`src/rtl/exe_muldiv_if.sv`:
```
// exe_muldiv_if: handshake and data bundle between the EXE stage and the
// iterative multiply/divide unit.
//   master (EXE stage): drives start, funct3, src1, src2, hold, flush
//                       and receives md_stall, result_valid, result
//   slave  (md unit)  : the mirror image
interface exe_muldiv_if #(
    parameter int XLEN = 32
);
    logic            start;
    logic [2:0]      funct3;
    logic [XLEN-1:0] src1;
    logic [XLEN-1:0] src2;
    logic            hold;
    logic            flush;
    logic            md_stall;
    logic            result_valid;
    logic [XLEN-1:0] result;

    modport master (
        output start, funct3, src1, src2, hold, flush,
        input  md_stall, result_valid, result
    );

    modport slave (
        input  start, funct3, src1, src2, hold, flush,
        output md_stall, result_valid, result
    );
endinterface

```
`src/rtl/exe_muldiv_unit.sv`:
```
// exe_muldiv_unit: iterative RV32M multiply/divide unit for the EXE stage.
// Multiplies take one working cycle (result two cycles after start);
// divides use a radix-2 restoring loop of 32 cycles on operand magnitudes.
// Divide-by-zero and signed overflow can optionally finish immediately.
// Ports:
//   clk    - rising-edge clock
//   reset  - asynchronous active-high reset
//   bus    - exe_muldiv_if slave: start/funct3/src1/src2/hold/flush in,
//            md_stall/result_valid/result out
module exe_muldiv_unit #(
    parameter int XLEN           = 32,
    parameter int EARLY_DIV_EXIT = 1
) (
    input  logic         clk,
    input  logic         reset,
    exe_muldiv_if.slave  bus
);
    typedef enum logic [1:0] {IDLE, MUL, DIV, DONE} state_t;

    localparam logic [XLEN-1:0] INT_MIN = {1'b1, {(XLEN-1){1'b0}}};

    state_t          state_reg;
    logic [1:0]      op_reg;          // funct3[1:0]; funct3[2] only steers the first transition
    logic [XLEN-1:0] a_reg;           // MUL: src1; DIV: dividend shifting out / quotient shifting in
    logic [XLEN-1:0] b_reg;           // MUL: src2; DIV: divisor magnitude
    logic [XLEN-1:0] rem_reg;
    logic [4:0]      counter_reg;
    logic            neg_q_reg;
    logic            neg_r_reg;
    logic            special_reg;
    logic [XLEN-1:0] special_val_reg;
    logic [XLEN-1:0] result_reg;

    // ---------------- start-cycle decode of the live operands ----------------
    logic            is_signed_in;
    logic            is_rem_in;
    logic            div_zero_in;
    logic            ovf_in;
    logic            special_in;
    logic [XLEN-1:0] special_val_in;
    logic [XLEN-1:0] abs1_in;
    logic [XLEN-1:0] abs2_in;

    always_comb begin
        is_signed_in   = ~bus.funct3[0];
        is_rem_in      = bus.funct3[1];
        div_zero_in    = (bus.src2 == '0);
        ovf_in         = is_signed_in && (bus.src1 == INT_MIN) && (bus.src2 == '1);
        special_in     = div_zero_in | ovf_in;
        if (div_zero_in)
            special_val_in = is_rem_in ? bus.src1 : '1;
        else
            special_val_in = is_rem_in ? '0 : INT_MIN;
        abs1_in = (is_signed_in && bus.src1[XLEN-1]) ? -bus.src1 : bus.src1;
        abs2_in = (is_signed_in && bus.src2[XLEN-1]) ? -bus.src2 : bus.src2;
    end

    // ---------------- multiply datapath (MUL state) ----------------
    // 33-bit extension decides signedness; widening both to 64 bits lets a
    // plain 64-bit multiply yield the correct low 64 bits of the product.
    logic              a_top;
    logic              b_top;
    logic [2*XLEN-1:0] a_wide;
    logic [2*XLEN-1:0] b_wide;
    logic [2*XLEN-1:0] product;
    logic [XLEN-1:0]   mul_final;

    always_comb begin
        a_top     = (op_reg != 2'b11) & a_reg[XLEN-1];
        b_top     = ~op_reg[1] & b_reg[XLEN-1];
        a_wide    = {{XLEN{a_top}}, a_reg};
        b_wide    = {{XLEN{b_top}}, b_reg};
        product   = a_wide * b_wide;
        mul_final = (op_reg == 2'b00) ? product[XLEN-1:0] : product[2*XLEN-1:XLEN];
    end

    // ---------------- restoring divide step (DIV state) ----------------
    // rem_reg is always below the divisor, so the 33-bit difference's top
    // bit is a clean borrow flag.
    logic [XLEN:0]   rem_shift;
    logic [XLEN:0]   diff;
    logic            take;
    logic [XLEN-1:0] rem_step;
    logic [XLEN-1:0] quo_step;
    logic [XLEN-1:0] quo_signed;
    logic [XLEN-1:0] rem_signed;
    logic [XLEN-1:0] div_final;

    always_comb begin
        rem_shift  = {rem_reg, a_reg[XLEN-1]};
        diff       = rem_shift - {1'b0, b_reg};
        take       = ~diff[XLEN];
        rem_step   = take ? diff[XLEN-1:0] : rem_shift[XLEN-1:0];
        quo_step   = {a_reg[XLEN-2:0], take};
        quo_signed = neg_q_reg ? -quo_step : quo_step;
        rem_signed = neg_r_reg ? -rem_step : rem_step;
        // Special cases that ran the full loop are overridden here because
        // the sign fix-up would corrupt the signed divide-by-zero result.
        if (special_reg)
            div_final = special_val_reg;
        else
            div_final = op_reg[1] ? rem_signed : quo_signed;
    end

    // ---------------- control and state ----------------
    always_ff @(posedge clk or posedge reset) begin
        if (reset) begin
            state_reg       <= IDLE;
            op_reg          <= '0;
            a_reg           <= '0;
            b_reg           <= '0;
            rem_reg         <= '0;
            counter_reg     <= '0;
            neg_q_reg       <= 1'b0;
            neg_r_reg       <= 1'b0;
            special_reg     <= 1'b0;
            special_val_reg <= '0;
            result_reg      <= '0;
        end else if (bus.flush) begin
            state_reg <= IDLE;
        end else begin
            case (state_reg)
                IDLE: begin
                    if (bus.start) begin
                        op_reg <= bus.funct3[1:0];
                        if (!bus.funct3[2]) begin
                            a_reg     <= bus.src1;
                            b_reg     <= bus.src2;
                            state_reg <= MUL;
                        end else begin
                            a_reg           <= abs1_in;
                            b_reg           <= abs2_in;
                            rem_reg         <= '0;
                            counter_reg     <= '0;
                            neg_q_reg       <= is_signed_in & (bus.src1[XLEN-1] ^ bus.src2[XLEN-1]);
                            neg_r_reg       <= is_signed_in & bus.src1[XLEN-1];
                            special_reg     <= special_in;
                            special_val_reg <= special_val_in;
                            if ((EARLY_DIV_EXIT != 0) && special_in) begin
                                result_reg <= special_val_in;
                                state_reg  <= DONE;
                            end else begin
                                state_reg <= DIV;
                            end
                        end
                    end
                end
                MUL: begin
                    result_reg <= mul_final;
                    state_reg  <= DONE;
                end
                DIV: begin
                    a_reg       <= quo_step;
                    rem_reg     <= rem_step;
                    counter_reg <= counter_reg + 5'd1;
                    if (counter_reg == 5'd31) begin
                        result_reg <= div_final;
                        state_reg  <= DONE;
                    end
                end
                DONE: begin
                    // The pipeline advances in the cycle hold is low, so the
                    // next M op is picked up from IDLE one cycle later.
                    if (!bus.hold)
                        state_reg <= IDLE;
                end
                default: state_reg <= IDLE;
            endcase
        end
    end

    assign bus.md_stall     = ((state_reg == IDLE) && bus.start && !bus.flush)
                              || (state_reg == MUL) || (state_reg == DIV);
    assign bus.result_valid = (state_reg == DONE);
    assign bus.result       = result_reg;
endmodule
```
`src/flat_wrapper.sv`:
```
// flat-port wrapper written by rule: the top's interface ports become plain ports
module exe_muldiv_unit_flat 
#(
    parameter int XLEN           = 32,
    parameter int EARLY_DIV_EXIT = 1
)
  (clk, reset, bus_start, bus_funct3, bus_src1, bus_src2, bus_hold, bus_flush, bus_md_stall, bus_result_valid, bus_result);
  exe_muldiv_if #(.XLEN(XLEN)) bus_i ();
  input  logic clk;
  input  logic reset;
  input wire logic [$bits(bus_i.start)-1:0] bus_start;
  input wire logic [$bits(bus_i.funct3)-1:0] bus_funct3;
  input wire logic [$bits(bus_i.src1)-1:0] bus_src1;
  input wire logic [$bits(bus_i.src2)-1:0] bus_src2;
  input wire logic [$bits(bus_i.hold)-1:0] bus_hold;
  input wire logic [$bits(bus_i.flush)-1:0] bus_flush;
  output wire logic [$bits(bus_i.md_stall)-1:0] bus_md_stall;
  output wire logic [$bits(bus_i.result_valid)-1:0] bus_result_valid;
  output wire logic [$bits(bus_i.result)-1:0] bus_result;
  assign bus_i.start = bus_start;
  assign bus_i.funct3 = bus_funct3;
  assign bus_i.src1 = bus_src1;
  assign bus_i.src2 = bus_src2;
  assign bus_i.hold = bus_hold;
  assign bus_i.flush = bus_flush;
  assign bus_md_stall = bus_i.md_stall;
  assign bus_result_valid = bus_i.result_valid;
  assign bus_result = bus_i.result;
  exe_muldiv_unit #(.XLEN(XLEN), .EARLY_DIV_EXIT(EARLY_DIV_EXIT)) u_core (.clk(clk), .reset(reset), .bus(bus_i));
endmodule
```
`config.mk`:
```
export PLATFORM = sky130hd
export DESIGN_NAME = exe_muldiv_unit_flat
export DESIGN_NICKNAME = d
export VERILOG_FILES = /design/src/rtl/exe_muldiv_if.sv /design/src/rtl/exe_muldiv_unit.sv /design/src/flat_wrapper.sv
export SDC_FILE = /design/constraint.sdc
export NUM_CORES = 2
export LEC_CHECK = 0
export ABC_CLOCK_PERIOD_IN_PS = 11400
export CORE_AREA = 2 2 219 437
export CTS_CLUSTER_SIZE = 8
export DETAILED_ROUTE_END_ITERATION = 16
export DIE_AREA = 0 0 221 439
export PLACE_DENSITY = 0.82
export SLEW_MARGIN = 20
export SYNTH_ARGS = -nofsm -noshare
export SYNTH_HDL_FRONTEND = slang
export SYNTH_SLANG_ARGS = --single-unit
export TNS_END_PERCENT = 20
```
`constraint.sdc`:
```
create_clock -name clk -period 11.4 [get_ports clk]
set_input_delay 1.14 -clock clk [delete_from_list [all_inputs] [get_ports clk]]
set_output_delay 1.14 -clock clk [all_outputs]
set_load 0.05 [all_outputs]
```
==> reports/results.md <==
| Step | Item | This run |
| --- | --- | --- |
| status | Run status | complete, no violations |
| clock tree | Clock-pin transition on the worst setup and hold timing paths | 0.08 ns |
| detailed routing | Final wirelength | 173,900 um |
| logic synthesis | Most area-hungry cell type in the Yosys netlist | sky130_fd_sc_hd__fa_1 |
| logic synthesis | Synthesized area | 0.05124 mm2 |
| logic synthesis | Dominant combinational cell family by area after synthesis | adder cells |
| detailed routing | Pre-antenna DRT Iters | 7 |
| timing | Post-layout minimum cycle time | 9.865 ns |
| clock tree | Number of buffers added by the clock tree synthesis step | 17 |
| worst setup path | WP buf/inv | 6 |
| logic synthesis | Primary FF master, synth | sky130_fd_sc_hd__dfrtp_1 |
| timing | Worst slew margin relative to its limit | 0.1617 |
| logic synthesis | Number of synthesized register bits | 172 |
| timing | Measured slew at the worst slew-check pin | 1.257 ns |
| clock tree | Clock tree from TritonCTS | yes |
| detailed routing | Via density | 6.133 |
| clock tree | Post-CTS Setup Inserts | 0 |
| clock tree | Gates resized, CTS repair | 0 |
| timing | Worst-case clock skew | 0.01776 ns |
| detailed routing | DRC violations left | 0 |
| logic synthesis | Number of distinct library cells after synthesis | 84 |
| worst setup path | Maximum single-stage delay on the critical path | 0.95 ns |
| timing | Unrepaired setup endpoints after global routing | false |
| clock tree | Number of H-tree levels | 4 |
| timing | Fin. Hold Viols | 0 |
| floorplanning | DIE AREA | 0.09702 mm2 |
| global routing | First-pass GRT wire length | 268,500 um |
| timing | # setup viols final | 0 |
| logic synthesis | Cells taking the most area after synthesis | sky130_fd_sc_hd__fa_1 (44%), sky130_fd_sc_hd__inv_1 (8.7%), sky130_fd_sc_hd__dfrtp_1 (8.4%) |
| floorplanning | Number of top-level design ports | 106 |
| global routing | GRT Util Overall | 0.3666 |
| floorplanning | Starting utilization of the core area | 0.5468 |
| floorplanning | Core footprint | 0.09370 mm2 |
| global routing | Via count of the first global-routing pass | 47,450 |
| final layout | Area added between synthesis and finish | 5.076% |
| floorplanning | Die outline height | 439 um |
| placement | Total half-perimeter wirelength after legalization and detailed placement | 140,300 um |
| worst setup path | Cell with the most instances on the worst path | sky130_fd_sc_hd__fa_1 |
| logic synthesis | Adder and majority gate portion of the synthesized area | 0.5024 |
| final layout | Nets | 7,237 |
| worst setup path | Data arrival time of the critical path | 10.22 ns |
| worst setup path | Category of the worst setup path launch point | flip-flop |
| timing | Final count of pins violating max slew | 0 |
| min path | HP Class | reg2reg |
| logic synthesis | Mean Syn Cell Area | 8.667 um2 |
| worst setup path | Largest driver fanout on the critical path | 23 |
| clock tree | Number of clock sinks seen by CTS | 172 |
| logic synthesis | Fraction of post-synthesis cell area in the top cell type by area | 0.4399 |
| detailed routing | Total via count in the routed design | 42,980 |
| worst setup path | Flop2flop setup slack | 1.53 ns |
| timing | Total negative slack | 0 ns |
| floorplanning | Number of core rows | 159 |
| worst setup path | Critical path's top delay family | adder cells |
| global routing | Number of antenna violations at the first check in global routing | 7 |
| timing | Post-route fraction of the period consumed by the critical path | 0.8654 |
| final layout | Share of final-layout standard cells stronger than drive strength 1 | 0.03451 |
| clock tree | Maximum clock insertion buffer count | 2 |
| logic synthesis | Cell count after synthesis | 5,912 |
| placement | Placer's final routability congestion estimate | 1.023 |
| placement | Port buffer count | 105 |
| logic synthesis | Yosys warnings | 0 |
| worst setup path | Required time of the worst setup path | 11.76 ns |
| logic synthesis | Sequential area share after synthesis | 0.08400 |
| global routing | Maximum number of pins on one net before global-route repair | 115 |
| logic synthesis | Proportion of synthesized area in mux cells | 0.008156 |
| global routing | Gr ovfl total | 0 |
| logic synthesis | Basic-gate share of the synthesized area counting and, or, nand and nor cells | 0.1579 |
| logic synthesis | Compound-cell area share of the yosys netlist | 0.09860 |
| clock tree | Total of hold buffers inserted after clock tree synthesis | 0 |
| job | Max-cap viol count | 0 |
| clock tree | Cell at the root of the clock tree | sky130_fd_sc_hd__clkbuf_16 |
| timing | Max Clk Rate | 101.4 MHz |
| floorplanning | Overall die width | 221 um |
| logic synthesis | Syn_nets | 7,366 |
| worst setup path | Setup Crit Path Kind | reg2reg |
| worst setup path | CP max-delay cell | sky130_fd_sc_hd__dfrtp_1 |
| logic synthesis | Async set-or-reset flop fraction in the synthesized netlist | 1.000 |
| logic synthesis | Count of flip-flops with a built-in enable after synthesis | 0 |
| clock tree | Clk Latency, worst-skew pair | 0.50 ns |
| detailed routing | Antenna violation net count after detailed routing | 0 |
| logic synthesis | Xor/xnor share of the synthesized area | 0.03555 |
| detailed routing | Iteration-0 DRC count of the detailed router | 3,933 |
| detailed routing | WL/cell | 24.82 um |
| worst setup path | Critical path capture point type | flip-flop |
## stage by stage
step / area (um2) / hold slack [ns] / utilization / std cells / worst slack, ns
floorplan: 51240 / 0.4413 / - / 5912 / 2.642
global placement: 53250 / 0.4556 / 0.5683 / 6971 / 1.777
detailed placement: 53260 / 0.4631 / 0.5684 / 6971 / 1.700
CTS: 53820 / 0.4797 / 0.5744 / 7003 / 1.592
global route: 53830 / 0.5062 / 0.5745 / 7003 / 1.249
finish: 53840 / 0.4763 / 0.5746 / 7008 / 1.535
## worst paths after layout
kind,startpoint,to,cells after the start
min in group asynchronous,reset,u_core.rem_reg[27]$_DFFE_PP0P_,2
worst max-delay path,u_core.a_reg[18]$_DFFE_PP0P_,u_core.bus.result[31]$_DFFE_PP0P_,27
worst min register to register,u_core.special_val_reg[11]$_DFFE_PP0P_,u_core.special_val_reg[11]$_DFFE_PP0P_,2
worst min-delay path,u_core.special_val_reg[11]$_DFFE_PP0P_,u_core.special_val_reg[11]$_DFFE_PP0P_,2
max in group asynchronous,reset,u_core.b_reg[22]$_DFFE_PP0P_,3
worst max register to register,u_core.a_reg[18]$_DFFE_PP0P_,u_core.bus.result[31]$_DFFE_PP0P_,27
## tightest hold or removal path, stage by stage, from the launching register on
cell and delay, ns:
sky130_fd_sc_hd__dfrtp_1 0.34, sky130_fd_sc_hd__nand2_1 0.04, sky130_fd_sc_hd__o21ai_0 0.06
## synthesized netlist by cell type (21+ instances only)
library cell               number
sky130_fd_sc_hd__ha_1         256
sky130_fd_sc_hd__nor3_1        39
sky130_fd_sc_hd__xnor2_1      116
sky130_fd_sc_hd__o31ai_1       39
sky130_fd_sc_hd__inv_1       1183
sky130_fd_sc_hd__dfrtp_1      172
sky130_fd_sc_hd__xor2_1        92
sky130_fd_sc_hd__a21oi_1      212
sky130_fd_sc_hd__buf_1         28
sky130_fd_sc_hd__nand3_1       32
sky130_fd_sc_hd__a21o_1        43
sky130_fd_sc_hd__mux2i_1       35
sky130_fd_sc_hd__a31oi_1       21
sky130_fd_sc_hd__clkbuf_1     314
sky130_fd_sc_hd__o21ai_0      269
sky130_fd_sc_hd__o211ai_1      29
sky130_fd_sc_hd__and2_1       338
sky130_fd_sc_hd__a221oi_1      22
sky130_fd_sc_hd__nand2b_1      21
sky130_fd_sc_hd__nand2_1      976
sky130_fd_sc_hd__or3_1         30
sky130_fd_sc_hd__nor2_1       197
sky130_fd_sc_hd__fa_1        1126
## layout make-up
cell class / instances / area, um2
Multi-Input combinational cell: 4199 / 41160
Fill cell: 8080 / 39860
Inverter: 1186 / 4459
Sequential cell: 172 / 4317
Timing Repair Buffer: 207 / 1817
Tap cell: 1207 / 1510
Clock buffer: 19 / 442.9
Clock inverter: 13 / 125.1
Antenna cell: 5 / 12.51
## logic make-up (layout without fill, tap and decap cells)
family | Yosys count | in the layout
compound gates | 807 | 807
xor+xnor | 208 | 208
fa+ha+maj | 1382 | 1382
buf+inv | 1541 | 1425
flops | 172 | 172
mux | 41 | 41
other cells | 0 | 5
simple gates | 1761 | 1761
## routing by layer
layer  vias up  wire length, um  global-route usage
li1      17730                -                   -
met4         6            19910              0.3315
met1     21330            53080              0.3805
met3      1125            15630             0.07330
met5         -               42                   0
met2      2792            85290              0.6258
## cells in the final DEF, fill, tap and decap left out, types with 11 or more instances in the layout
cell type and instances:
sky130_fd_sc_hd__a22o_1 18, sky130_fd_sc_hd__a221oi_1 22, sky130_fd_sc_hd__clkbuf_16 17, sky130_fd_sc_hd__o41ai_1 11
sky130_fd_sc_hd__and3_1 19, sky130_fd_sc_hd__nand4_1 18, sky130_fd_sc_hd__buf_4 102, sky130_fd_sc_hd__or3_1 29
sky130_fd_sc_hd__nand3_1 32, sky130_fd_sc_hd__a21oi_1 211, sky130_fd_sc_hd__clkdlybuf4s50_1 105, sky130_fd_sc_hd__nand2b_1 21
sky130_fd_sc_hd__nor4_1 19, sky130_fd_sc_hd__or2_2 13, sky130_fd_sc_hd__dfrtp_1 162, sky130_fd_sc_hd__nor3_1 38
sky130_fd_sc_hd__or4_1 12, sky130_fd_sc_hd__xor2_1 92, sky130_fd_sc_hd__nor2b_1 14, sky130_fd_sc_hd__o21ai_0 269
sky130_fd_sc_hd__o21a_1 16, sky130_fd_sc_hd__inv_1 1182, sky130_fd_sc_hd__ha_1 255, sky130_fd_sc_hd__mux2i_1 35
sky130_fd_sc_hd__nand2_1 975, sky130_fd_sc_hd__a211oi_1 18, sky130_fd_sc_hd__nor2_1 194, sky130_fd_sc_hd__and2_1 338
sky130_fd_sc_hd__xnor2_1 116, sky130_fd_sc_hd__o31ai_1 39, sky130_fd_sc_hd__o211ai_1 29, sky130_fd_sc_hd__a21o_1 41
sky130_fd_sc_hd__fa_1 1125, sky130_fd_sc_hd__a31oi_1 21
Power is not shown: default switching activity piles up to over one toggle a cycle in this logic, so the estimate is an artifact.
